**config.mk**
```make
export PLATFORM = sky130hd
export DESIGN_NAME = store_buffer
export DESIGN_NICKNAME = d
export VERILOG_FILES = /design/src/rtl/store_buffer.sv
export SDC_FILE = /design/constraint.sdc
export NUM_CORES = 1
export LEC_CHECK = 0
export ABC_AREA = 1
export CELL_PAD_IN_SITES_DETAIL_PLACEMENT = 1
export CELL_PAD_IN_SITES_GLOBAL_PLACEMENT = 2
export CORE_MARGIN = 2
export CORE_UTILIZATION = 30
export CTS_BUF_LIST = sky130_fd_sc_hd__clkbuf_16
export DETAILED_ROUTE_END_ITERATION = 7
export GPL_ROUTABILITY_DRIVEN = 1
export PLACE_DENSITY = 0.7
export SETUP_SLACK_MARGIN = 0.02
export SLEW_MARGIN = 5
export SYNTH_ARGS = -nofsm -noshare
export SYNTH_HDL_FRONTEND = slang
export SYNTH_SLANG_ARGS = --single-unit
```
**constraint.sdc**
```tcl
create_clock -name clk -period 8.25 [get_ports clk]
set_input_delay 1.65 -clock clk [delete_from_list [all_inputs] [get_ports clk]]
set_output_delay 1.65 -clock clk [all_outputs]
set_load 0.03 [all_outputs]
```
**src/rtl/store_buffer.sv**
```systemverilog
// store_buffer: posted word-store FIFO with youngest-match load forwarding and full stall
module store_buffer #(
    parameter int DEPTH = 4,
    parameter int AW    = 32,
    parameter int DW    = 32
) (
    input  logic                     clk,
    input  logic                     rst,
    input  logic                     mem_write,
    input  logic [AW-1:0]            data_addr_m,
    input  logic [DW-1:0]            write_data_m,
    input  logic                     mem_read,
    output logic                     fwd_hit,
    output logic [DW-1:0]            fwd_data,
    output logic                     stall_m,
    output logic                     mem_req_valid,
    output logic [AW-1:0]            mem_req_addr,
    output logic [DW-1:0]            mem_req_data,
    input  logic                     mem_req_ready,
    output logic                     empty,
    output logic [$clog2(DEPTH):0]   count
);
    localparam int PW = $clog2(DEPTH);

    logic [AW-1:0] addr_q [DEPTH];
    logic [DW-1:0] data_q [DEPTH];
    logic [PW-1:0] head_q, head_d, tail_q, tail_d;
    logic [PW:0]   count_q, count_d;
    logic          full, enq, deq;

    assign full          = count_q == (PW+1)'(DEPTH);
    assign enq           = mem_write && !full;
    assign deq           = mem_req_valid && mem_req_ready;
    assign stall_m       = mem_write && full;
    assign mem_req_valid = count_q != '0;
    assign empty         = count_q == '0;
    assign count         = count_q;
    assign mem_req_addr  = mem_req_valid ? addr_q[head_q] : '0;
    assign mem_req_data  = mem_req_valid ? data_q[head_q] : '0;

    // Pointer and occupancy next state; pointers wrap naturally at DEPTH
    always_comb begin
        head_d  = deq ? head_q + PW'(1) : head_q;
        tail_d  = enq ? tail_q + PW'(1) : tail_q;
        count_d = (enq && !deq) ? count_q + (PW+1)'(1) :
                  (!enq && deq) ? count_q - (PW+1)'(1) : count_q;
    end

    // Walk entries oldest to youngest so the last match (youngest) wins
    always_comb begin
        fwd_hit  = 1'b0;
        fwd_data = '0;
        for (int i = 0; i < DEPTH; i++) begin
            if (mem_read && (PW+1)'(i) < count_q &&
                addr_q[head_q + PW'(i)][AW-1:2] == data_addr_m[AW-1:2]) begin
                fwd_hit  = 1'b1;
                fwd_data = data_q[head_q + PW'(i)];
            end
        end
    end

    // Entry storage needs no reset; validity comes from head/count
    always_ff @(posedge clk) begin
        if (enq) begin
            addr_q[tail_q] <= data_addr_m;
            data_q[tail_q] <= write_data_m;
        end
    end

    // Control state; reset discards every pending entry
    always_ff @(posedge clk) begin
        if (rst) begin
            head_q  <= '0;
            tail_q  <= '0;
            count_q <= '0;
        end else begin
            head_q  <= head_d;
            tail_q  <= tail_d;
            count_q <= count_d;
        end
    end
endmodule

```
==> results by group <==
Synthesis
  – Synthesized instance count: 2627
  – Cells taking the most area after synthesis: sky130_fd_sc_hd__edfxtp_1 (42%), sky130_fd_sc_hd__nand2_1 (24%), sky130_fd_sc_hd__nand3_1 (6.1%)
  – Combinational family with the most area after synthesis: simple AND/OR/NAND/NOR gates
  – Share of async-settable or async-resettable flops after synthesis: 0%
  – Number of synthesized register bits: 265
  – EDFF count, synth: 256
  – Seq/Total Area, Yosys: 42.5%
  – Post-synthesis mux area share: 1.73%
  – Mapped Avg Cell Area: 7.05 um^2
  – Post-synth top area cell: sky130_fd_sc_hd__edfxtp_1
  – Post-Syn Nets: 2705
  – Combined area of all synthesized cells: 18500 um^2
  – Adder-Cell Fraction of Synth Area: 0.608%
  – Xor and xnor area share after synthesis: 1.14%
  – Complex-gate fraction of the synthesized area: 11.1%
  – Yosys top cell area share: 41.5%
  – Synth Flop Type: sky130_fd_sc_hd__edfxtp_1
  – Number of distinct standard cells referenced by the synthesized netlist: 37
  – Synthesis warning total: 0
  – Simple-gate portion of the synthesized area: 35.0%

Timing
  – Worst Max-Slew Pin Slew: 1.16 ns
  – Fin. Hold Viols: 0
  – Setup_tns: 0 ns
  – Number of setup violations in the final report: 0
  – Final cycle utilization of the critical path: 87.8%
  – Number of max-slew violations in the final report: 0
  – Minimum hold slack: 0.554 ns
  – Highest attainable clock frequency: 138 MHz
  – Setup repair after global routing missed its margin: no
  – Min cycle time layout: 7.25 ns
  – Setup clock skew after layout: 0.0191 ns
  – Rel. slew slack: 22.4%

Pwr
  – Power per cell area: 353 nW/um^2
  – Overall power of the completed layout: 7.73 mW
  – Worst IR drop on VDD: 0.000240 V
  – Static power due to leakage: 9.64 nW

Detailed routing
  – Total length of routed wires: 80400 um
  – WL/cell: 22.7 um
  – Residual DRC: 0
  – Number of nets with antenna violations after routing: 0
  – Per-cell via count in the routed design: 5.29
  – Violation count after the first detailed-route iteration: 1030
  – Total via count in the routed design: 18700
  – Pre-Repair DR Iteration Count: 5

CTS
  – Total CTS buffers: 36
  – Clk slew on worst S/H paths: 0.06 ns
  – Resize count post-CTS: 0
  – Post-CTS setup buffers: 0
  – Clock Tree Buf Depth: 3
  – Level count of the clock H-tree: 2
  – Post-CTS Hold Buffers: 0
  – TritonCTS clock tree: yes
  – Latest clock arrival within the worst-skew pair: 0.55 ns
  – Root Buffer Master: sky130_fd_sc_hd__clkbuf_16
  – Clk sinks: 265

Critical path
  – Crit path buf inv count: 6
  – Crit end category: output port
  – Largest fanout on the critical path: 49
  – Slowest stage delay, CP: 0.87 ns
  – Reg2Reg Capture Point: data_q[3][8]$_DFFE_PP_
  – Type of element launching the critical path: flip-flop
  – Cell with the most instances on the worst path: sky130_fd_sc_hd__nand2_1
  – Worst r2r path cells: 6
  – Worst path top cell family by delay: buffers and inverters
  – Critical setup path kind: reg -> out
  – Reg-to-reg critical path startpoint: count[0]$_SDFFE_PP0P_
  – Critical path cell sequence: inv_2 -> buf_4 -> nor2_2 -> buf_4 -> a22oi_1 -> nand3_1 -> nand2_1 -> nand2_1 -> nand2_1 -> nor2_1 -> nand2_1 -> nor2_2 -> buf_4 -> nand2_1 -> buf_4 -> nand4_1 -> buf_12
  – Data arrival time of the critical path: 5.60 ns
  – Register-to-register setup slack: 4.88 ns
  – CP max stage cell: sky130_fd_sc_hd__dfxtp_4
  – Required time of the critical path: 6.60 ns

Cells and area
  – Signed area change from the synthesized netlist to the final layout: 18.4%
  – Net count of the finished layout: 2799
  – Filler cells: 7581
  – Fraction of layout cells with a size suffix above 1: 5.36%

Placement
  – Weighted congestion at the end of routability-driven global placement: 0.889
  – Number of I/O port buffers: 171
  – Post-DP HPWL: 54100 um

Worst hold path
  – Launch instance of the worst min-delay path: tail_q[1]$_SDFFE_PP0P_
  – Number of cells on the worst hold path: 2
  – Hold Crit Class: reg -> reg
  – Hold Path End: tail_q[1]$_SDFFE_PP0P_

Run status
  – Outcome: finished, final reports clean

Die
  – Count of standard-cell rows: 91
  – Die width: 252 um
  – Vertical extent of the die: 252 um
  – Number of top-level design ports: 172
  – Die Area: 63700 um^2
  – Placeable core area: 61400 um^2
  – Starting density of the core: 30.2%

Job
  – Count of max-cap constraint violations: 0

GRT
  – Antenna violations before repair: 1
  – Wire length of the first global-routing pass: 121000 um
  – Congestion Overflow GR: 0
  – Largest net degree at the start of global routing: 82
  – Total track usage: 25.0%
  – Via count of the first global-routing pass: 19300
## synthesized netlist by cell type (9+ instances only)
| cell | n |
|---|---|
| sky130_fd_sc_hd__a21oi_1 | 68 |
| sky130_fd_sc_hd__a221oi_1 | 32 |
| sky130_fd_sc_hd__a22oi_1 | 27 |
| sky130_fd_sc_hd__a32oi_1 | 32 |
| sky130_fd_sc_hd__buf_1 | 18 |
| sky130_fd_sc_hd__buf_2 | 46 |
| sky130_fd_sc_hd__buf_4 | 12 |
| sky130_fd_sc_hd__buf_6 | 12 |
| sky130_fd_sc_hd__clkbuf_1 | 63 |
| sky130_fd_sc_hd__dfxtp_1 | 9 |
| sky130_fd_sc_hd__edfxtp_1 | 256 |
| sky130_fd_sc_hd__ha_1 | 9 |
| sky130_fd_sc_hd__inv_1 | 185 |
| sky130_fd_sc_hd__mux2i_1 | 32 |
| sky130_fd_sc_hd__nand2_1 | 1197 |
| sky130_fd_sc_hd__nand3_1 | 224 |
| sky130_fd_sc_hd__nand4_1 | 28 |
| sky130_fd_sc_hd__nor2_1 | 138 |
| sky130_fd_sc_hd__nor3_1 | 9 |
| sky130_fd_sc_hd__o21ai_0 | 169 |
| sky130_fd_sc_hd__xor2_1 | 23 |
## state kept, by name, summed over array words and instances (netlist names), named ones only
register  cells
count         3
tail_q        2
addr_q      128
data_q      128
head_q        2
## through the flow
step / std cells / setup slack (ns) / util [%] / area [um^2]
after floorplan: 2627 / 3.27 / - / 18500
after global placement: 3473 / 1.64 / 33.9 / 20800
after detailed placement: 3473 / 1.60 / 33.9 / 20800
after CTS: 3534 / 0.992 / 35.7 / 21900
after global routing: 3535 / 0.660 / 35.7 / 21900
final: 3535 / 1.00 / 35.7 / 21900
## layout make-up
| type | count | area (um^2) | share of cell area, % |
|---|---|---|---|
| multi-input cells | 2021 | 9220 | 42.1 |
| flip-flops and latches | 265 | 7880 | 35.9 |
| diodes | 1 | 2.50 | 0.0114 |
| repair buffers | 207 | 2020 | 9.24 |
| inverters | 190 | 721 | 3.29 |
| well taps | 790 | 988 | 4.51 |
| clock inverters | 25 | 183 | 0.834 |
| clock buffers | 36 | 901 | 4.11 |
## cell usage in the layout, fill, tap and decap left out, types with 10 or more instances in the layout
cell	instances
sky130_fd_sc_hd__nand2_1	1197
sky130_fd_sc_hd__edfxtp_1	256
sky130_fd_sc_hd__nand3_1	224
sky130_fd_sc_hd__inv_1	188
sky130_fd_sc_hd__o21ai_0	169
sky130_fd_sc_hd__clkdlybuf4s50_1	138
sky130_fd_sc_hd__nor2_1	133
sky130_fd_sc_hd__a21oi_1	68
sky130_fd_sc_hd__buf_4	59
sky130_fd_sc_hd__clkbuf_16	36
sky130_fd_sc_hd__a221oi_1	32
sky130_fd_sc_hd__a32oi_1	32
sky130_fd_sc_hd__mux2i_1	32
sky130_fd_sc_hd__nand4_1	28
sky130_fd_sc_hd__a22oi_1	27
sky130_fd_sc_hd__xor2_1	23
sky130_fd_sc_hd__buf_12	10
## worst max path at each step
stage	start	to	slack (ns)	depth (start not counted)
floorplan	mem_write	addr_q[0][0]$_DFFE_PP_	3.27	2
global placement	data_addr_m[14]	fwd_hit	1.64	13
detailed placement	head_q[0]$_SDFFE_PP0P_	fwd_hit	1.60	17
CTS	head_q[0]$_SDFFE_PP0P_	fwd_hit	0.99	17
global route	head_q[0]$_SDFFE_PP0P_	fwd_data[5]	0.66	19
finish	head_q[0]$_SDFFE_PP0P_	fwd_hit	1.00	17
## power by group
group	switching (mW)	total [mW]	internal, mW
Combinational	3.12	4.44	1.32
Clock	0.613	1.47	0.854
Sequential	0.165	1.83	1.66
## kinds of logic (layout without fill, tap and decap cells)
kind of cell / after synthesis / count (layout)
AND/OR/NAND/NOR: 1613 / 1613
AO/OA/AOI/OAI: 343 / 343
buffers and inverters: 341 / 458
flip-flops: 265 / 265
multiplexers: 32 / 32
XOR/XNOR: 24 / 24
adder cells (fa/ha/maj): 9 / 9
other: 0 / 1
## tightest hold or removal path, delay by kind of cell (launching register included)
kind | cells | cell delay (ns)
AO/OA/AOI/OAI | 1 | 0.07
buffers and inverters | 1 | 0.11
flip-flops | 1 | 0.33
## per-layer routing
metal  share of wire [%]  global-route usage [%]  routed length [um]
met1                  44                    31.8               35200
met4                 2.6                    7.56                2130
met3                 3.7                    2.53                2950
met5                   0                       0                   0
met2                  50                    44.7               40100
Note: power is estimated with default switching activity, not from simulation.
